### config.mk
export PLATFORM = sky130hd
export DESIGN_NAME = execute_writeback_unit
export DESIGN_NICKNAME = d
export VERILOG_FILES = /design/src/rtl/execute_writeback_unit.sv
export SDC_FILE = /design/constraint.sdc
export NUM_CORES = 2
export LEC_CHECK = 0
export CORE_MARGIN = 5
export CORE_UTILIZATION = 57
export CTS_CLUSTER_DIAMETER = 80
export DETAILED_ROUTE_END_ITERATION = 12
export PLACE_DENSITY_LB_ADDON = 0.3
export SYNTH_ARGS = -nofsm -noshare
export SYNTH_HDL_FRONTEND = slang
export SYNTH_SLANG_ARGS = --single-unit
### constraint.sdc
create_clock -name clk -period 4.8 [get_ports clk]
set_input_delay 0.96 -clock clk [delete_from_list [all_inputs] [get_ports clk]]
set_output_delay 0.96 -clock clk [all_outputs]
set_load 0.01 [all_outputs]
### src/rtl/execute_writeback_unit.sv
// Execute stage + EX/WB pipeline register + 32x32 register file with two async read ports.
// Latency: ID/EX inputs appear on wb_* one cycle later; the regfile commit lands on the following edge.
// Backpressure: stall holds EX/WB and suppresses commit; optional bypass via EXWB_BYPASS_EN.
module execute_writeback_unit #(
    parameter int XLEN      = 32,
    parameter int REG_COUNT = 32
) (
    input  logic            clk,
    input  logic            rst_n,
    input  logic            register_write_en_in,
    input  logic [2:0]      alu_op_in,
    input  logic [XLEN-1:0] alu_operand1_in,
    input  logic [XLEN-1:0] alu_operand2_in,
    input  logic [4:0]      register_write_addr_in,
    input  logic            stall,
    input  logic [4:0]      read_addr1,
    input  logic [4:0]      read_addr2,
    output logic [XLEN-1:0] read_data1,
    output logic [XLEN-1:0] read_data2,
    output logic            wb_valid,
    output logic [4:0]      wb_addr,
    output logic [XLEN-1:0] wb_data
);

    typedef enum logic [2:0] {
        OP_ADD = 3'b000,
        OP_SUB = 3'b001,
        OP_AND = 3'b010,
        OP_OR  = 3'b011,
        OP_XOR = 3'b100,
        OP_SLL = 3'b101,
        OP_SRL = 3'b110,
        OP_SLT = 3'b111
    } alu_op_t;

    logic [XLEN-1:0] alu_result;
    logic [XLEN-1:0] regs [REG_COUNT];
    logic            slt_lt;

    assign slt_lt = $signed(alu_operand1_in) < $signed(alu_operand2_in);

    // ALU: purely combinational on the ID/EX register outputs; add/sub wrap.
    always_comb begin
        alu_result = '0;
        case (alu_op_t'(alu_op_in))
            OP_ADD:  alu_result = alu_operand1_in + alu_operand2_in;
            OP_SUB:  alu_result = alu_operand1_in - alu_operand2_in;
            OP_AND:  alu_result = alu_operand1_in & alu_operand2_in;
            OP_OR:   alu_result = alu_operand1_in | alu_operand2_in;
            OP_XOR:  alu_result = alu_operand1_in ^ alu_operand2_in;
            OP_SLL:  alu_result = alu_operand1_in << alu_operand2_in[4:0];
            OP_SRL:  alu_result = alu_operand1_in >> alu_operand2_in[4:0];
            OP_SLT:  alu_result = {{(XLEN-1){1'b0}}, slt_lt};
            default: alu_result = '0;
        endcase
    end

    // EX/WB register: loads every unstalled cycle; writes to x0 never become valid.
    always_ff @(posedge clk) begin
        if (!rst_n) begin
            wb_valid <= 1'b0;
            wb_addr  <= '0;
            wb_data  <= '0;
        end else if (!stall) begin
            wb_valid <= register_write_en_in && (register_write_addr_in != 5'd0);
            wb_addr  <= register_write_addr_in;
            wb_data  <= alu_result;
        end
    end

    // Register file commit: drains EX/WB on the same edge the next instruction loads.
    always_ff @(posedge clk) begin
        if (!rst_n) begin
            for (int i = 0; i < REG_COUNT; i++) begin
                regs[i] <= '0;
            end
        end else if (!stall && wb_valid) begin
            regs[wb_addr] <= wb_data;
        end
    end

    // Read ports: x0 hardwired to zero; pending EX/WB result forwarded when bypass is built in.
    always_comb begin
        read_data1 = (read_addr1 == 5'd0) ? '0 : regs[read_addr1];
        read_data2 = (read_addr2 == 5'd0) ? '0 : regs[read_addr2];
`ifdef EXWB_BYPASS_EN
        if (wb_valid && (read_addr1 != 5'd0) && (read_addr1 == wb_addr)) begin
            read_data1 = wb_data;
        end
        if (wb_valid && (read_addr2 != 5'd0) && (read_addr2 == wb_addr)) begin
            read_data2 = wb_data;
        end
`else
        // Without bypass the read ports see committed state only.
`endif
    end

endmodule
After elaboration in Yosys (flattened, before gate mapping)
Memories as Yosys holds them, arrays and structs flattened.
Index checks and enable logic that the tools add are counted.
- flip-flop bits (word level): 38
- memory bits (writable): 1024
- input bits: 86
- output and inout port bits: 102
- word-level logic and storage cells: 37
- memories kept: 1
- $add $sub $neg: 2
- magnitude comparators: 1
- equal/unequal tests: 7
- shift operators: 2
- mux-type cells: 10
- bitwise gates (word level): 3
- reduce and logical (&&, ||, !) cells: 8
- memory list (memory ; words ; width ; rd ports ; clocked after Yosys merged registers in ; wr ports ; RTL line ; RTL):
    regs ; 32 ; 32 ; 2 ; 0 ; 32 ; 37 ; logic [XLEN-1:0] regs [REG_COUNT];
- operator list (operator ; number):
    32-bit one-hot mux with 8 select lines ; 1
    32-bit 2-to-1 mux ; 3
    32-bit adder ; 1
    32-bit AND ; 1
    32-bit < comparator ; 1
    32-bit bitwise OR ; 1
    32-bit OR reduction ; 1
    32-bit by 5-bit left shift with 32-bit output ; 1
    32-bit by 5-bit right shift with 32-bit output ; 1
    32-bit subtractor ; 1
    32-bit XOR ; 1
    3-bit == test, second input constant ; 4
    5-bit zero test ; 2
    3-bit by 2-bit == test with 1-bit output, second input constant ; 2
    1-bit 2-to-1 mux ; 5
    5-bit 2-to-1 mux ; 1
    5-bit nonzero test ; 1
    3-bit by 1-bit == test with 1-bit output, second input constant ; 1
    3-bit zero test ; 1
    1-bit logical AND ; 2
    1-bit zero test ; 1

Depth between registers and ports, before layout
- depth after elaboration: 7
- gate-level depth with buffers: 15
- depth with buffers taken out: 11

Worst setup path before layout
No wires, ideal clock.
- kind: in2reg
- start: input port stall
- end: memory regs[24][0], enable pin
- library setup time: 0.466 ns
- arrival: 4.350 ns
- required time: 4.334 ns
- path slack: -0.015 ns
- stages: 7
- buffers on the path: 3
- cells stage by stage: clkbuf_1 inv_1 nand3_1 or3_1 clkbuf_1 clkbuf_1 o21ai_0
- RTL lines (item ; RTL line ; RTL):
    from (decl) ; 15 ; input logic stall,
    to (decl) ; 37 ;

Worst setup path in the final report
- start: input port read_addr1[0]
- end: output port read_data1[31]
- cells in the longest elaborated chain, start to end: 2
- elaborated cells on any way between the ends: 3
- those cells by class: 1 x mux; 1 x reduce/logical; 1 x memory
- ends and longest elaborated chain (item ; RTL line ; RTL):
    from (decl) ; 16 ; input logic [4:0] read_addr1,
    memory read 32 x 32 bit or 5-bit zero test (tied branches) ; - ;
    32-bit 2-to-1 mux * ; 84 ; read_data1 = (read_addr1 == 5'd0) ? '0 : regs[read_addr1];
    to (decl) ; 18 ; output logic [XLEN-1:0] read_data1,
Every way passes the cells marked *; elsewhere a longest branch is shown, timed or not.

==> qor.csv <==
stage,metric,value,unit
floorplan,start_util,57.3,%
setup_path,cp_data_required_time,3840,ps
routing,vias_per_cell,7.16,
setup_path,crit_chain,buf_8 > buf_12 > buf_4 > mux4_2 > mux4_2 > mux2i_2 > buf_4 > nor2_1 > clkdlybuf4s50_1,
setup_path,crit_path_max_fanout,23,
setup_path,arrival,3750,ps
sta,period_share,98.2,%
clocking,cts_buffers,108,
routing,wl_per_cell,34.6,µm
floorplan,dieArea,120000,µm²
placement,io_buffers,187,
clocking,insertion_delay,690,ps
cells_and_area,fin_util,65.1,%
global_routing,grt_max_degree,66,
clocking,clk_pin_slew_worst_paths,60,ps
floorplan,core,112000,µm²
floorplan,die_height,346,µm
sta,slew_headroom,9.32,%
pwr,total_power,22.9,mW
routing,num_vias,46134,
job,drv_cap,0,
cells_and_area,finalInstanceArea,73200,µm²
synth,synthArstFlopShare,0,%
setup_path,startpoint_type,primary input,
synth,synth_edf_count,1024,
synth,synth_area,64400,µm²
clocking,htree_levels,3,
cells_and_area,final_common_cell,edfxtp_1,
sta,setup-tns-final,0,ps
floorplan,rows,123,
placement,post-dp-hpwl,144,mm
status,status,completed,
clocking,root_buffer,clkbuf_16,
sta,layout_min_cycle_time,4710,ps
sta,tightest_slew,1360,ps
global_routing,overflow,0,
routing,drt_iter0_drc,6668,
synth,ys_warn_count,0,
global_routing,first_global_vias,46220,
cells_and_area,n_fill_cell,7904,
clocking,cts_sinks,1062,
synth,synth_nets,4898,
synth,syn-instance-count,4713,
setup_path,cp_slowest_cell,mux4_2,
pwr,vdd_drop_max,0.000301,V
routing,postRouteAntennaNets,0,
global_routing,grt_pass1_wl,321,mm
synth,synth-seq-cells,1062,
routing,wirelength,223,mm
routing,drcViolationCount,0,
floorplan,fp.dieW,346,µm
routing,drt_pass1_iterations,5,
synth,ys_seq_area_share,48.9,%
setup_path,end_kind,output pin,
global_routing,track_usage,36.7,%
synth,yosysUniqueCellTypes,93,
sta,timing.fmax,212,MHz
clocking,cts_tree,yes,
sta,setup_viol,0,
pwr,total_leakage_power,26.4,nW
cells_and_area,layout-drive-gt1-share,26.2,%
pwr,p_per_area,313,nW/µm²
clocking,cts_buffer_depth,3,
sta,report.final.slew_viol_count,0,
floorplan,ios,188,
setup_path,path_class,in2out,
placement,place.gp.congestion,0.991,
setup_path,slowest_delay,570,ps
global_routing,grt_antenna_before_repair,5,
cells_and_area,layout_common_cells,"edfxtp_1, and2_1, mux4_2",
cells_and_area,nets,5032,
synth,avgSynthCellArea,13.7,µm²
sta,whs,503,ps
sta,hold_viol,0,
sta,finClkSkew,32.6,ps
sta,rsz0062_at_grt,no,
cells_and_area,area_delta_synth_final,13.6,%
placement,place_area,69800,µm²
min_path,worst_hold_path_type,reg2reg,
synth,synth_flop_cell,edfxtp_1,
## logic make-up after synthesis
logic type               count (synthesis)  share of synthesized area [%]
flip-flops                            1062                           48.9
buffers and inverters                  598                           3.63
multiplexers                           813                           25.8
adder cells (fa/ha/maj)                 99                           1.95
AND/OR/NAND/NOR                       1569                           13.7
XOR/XNOR                                10                          0.136
AO/OA/AOI/OAI                          562                           5.80
## Yosys cell counts (5+ instances only)
| master | number | share of area (%) |
|---|---|---|
| mux4_2 | 679 | 24 |
| o211ai_1 | 29 | 0.34 |
| a211oi_1 | 24 | 0.28 |
| o21ai_0 | 124 | 0.96 |
| and3_1 | 12 | 0.12 |
| nor2_1 | 236 | 1.4 |
| nor3_1 | 94 | 0.73 |
| or3_1 | 14 | 0.14 |
| edfxtp_1 | 1024 | 48 |
| buf_1 | 71 | 0.41 |
| and4_1 | 5 | 0.068 |
| or4_1 | 7 | 0.082 |
| clkbuf_1 | 374 | 2.2 |
| o21bai_1 | 10 | 0.12 |
| nand3b_1 | 6 | 0.070 |
| a21boi_0 | 6 | 0.070 |
| a31oi_1 | 34 | 0.33 |
| nor2b_1 | 6 | 0.058 |
| nand2b_1 | 10 | 0.097 |
| a221o_1 | 8 | 0.12 |
| a21o_1 | 12 | 0.14 |
| a22oi_1 | 12 | 0.14 |
| o21a_1 | 11 | 0.13 |
| ha_1 | 97 | 1.9 |
| buf_4 | 7 | 0.082 |
| a21oi_1 | 148 | 1.1 |
| nor4_1 | 16 | 0.16 |
| o2111ai_1 | 7 | 0.095 |
| and2_1 | 973 | 9.4 |
| dfxtp_1 | 38 | 1.2 |
| o221ai_1 | 7 | 0.095 |
| o22ai_1 | 16 | 0.16 |
| mux2i_1 | 120 | 1.9 |
| a221oi_1 | 22 | 0.30 |
| o31ai_1 | 20 | 0.23 |
| inv_1 | 99 | 0.58 |
| nand3_1 | 41 | 0.32 |
| xnor2_1 | 9 | 0.12 |
| buf_2 | 38 | 0.30 |
| a211o_1 | 10 | 0.14 |
| mux2_2 | 13 | 0.23 |
| nand2_1 | 114 | 0.66 |
| nand4_1 | 12 | 0.12 |
## critical path: cells and delay by family
family        cells  cell delay, ps
simple gates      1              30
mux               3            1360
buf+inv           5            1360
## flip-flops by register name, summed over array words and instances, names as in the netlist
signal    flops
regs       1024
wb_data      32
wb_addr       5
wb_valid      1
## path summary, 6_finish.rpt
path                                                  end  slack (ps)  depth (start not counted)                     from
worst max-delay path                       read_data1[31]          90                          9            read_addr1[0]
worst min-delay path                wb_valid$_SDFFE_PN0N_         500                          2    wb_valid$_SDFFE_PN0N_
worst max register to register  regs[5][18]$_SDFFCE_PN0P_        1680                          3  wb_addr[2]$_SDFFE_PN0N_
worst min register to register      wb_valid$_SDFFE_PN0N_         500                          2    wb_valid$_SDFFE_PN0N_
## timing repair
item | CTS | global route
setup buffers | 0 | 0
hold buffers | 0 | 0
setup endpoints to repair | 0 | 1
gates resized for setup | 0 | 1
## metal layers
layer | part of all wire (%) | vias to the layer above | GRT usage, %
met2 | 48 | 3638 | 60.3
met5 | 0.012 | - | 0
li1 | - | 18440 | -
met4 | 6.6 | 4 | 19.5
met1 | 33 | 23277 | 46.2
met3 | 12 | 775 | 7.90
## layout make-up
class / count / area [µm²] / area share, %
Clock buffer: 136 / 2900 / 3.97
Sequential cell: 1062 / 31500 / 43.1
Multi-Input combinational cell: 3053 / 31100 / 42.5
Antenna cell: 3 / 7.51 / 0.0103
Clock inverter: 69 / 482 / 0.658
Tap cell: 1500 / 1880 / 2.57
Inverter: 105 / 394 / 0.539
Timing Repair Buffer: 517 / 4920 / 6.72
## through the flow
stage          instances  setup WS, ps
2_1_floorplan       4713         -6.50
3_3_place_gp        6237          97.3
3_5_place_dp        6237          61.6
4_1_cts             6442          65.6
5_1_grt             6442          22.7
6_report            6445          88.6
## where the power goes
part	switching, mW	total [mW]	internal (mW)
clock	3.64	8.14	4.50
combinational	2.34	4.04	1.70
sequential	0.228	10.7	10.5
total	6.21	22.9	16.7
Power figures use the tool's default switching activity.
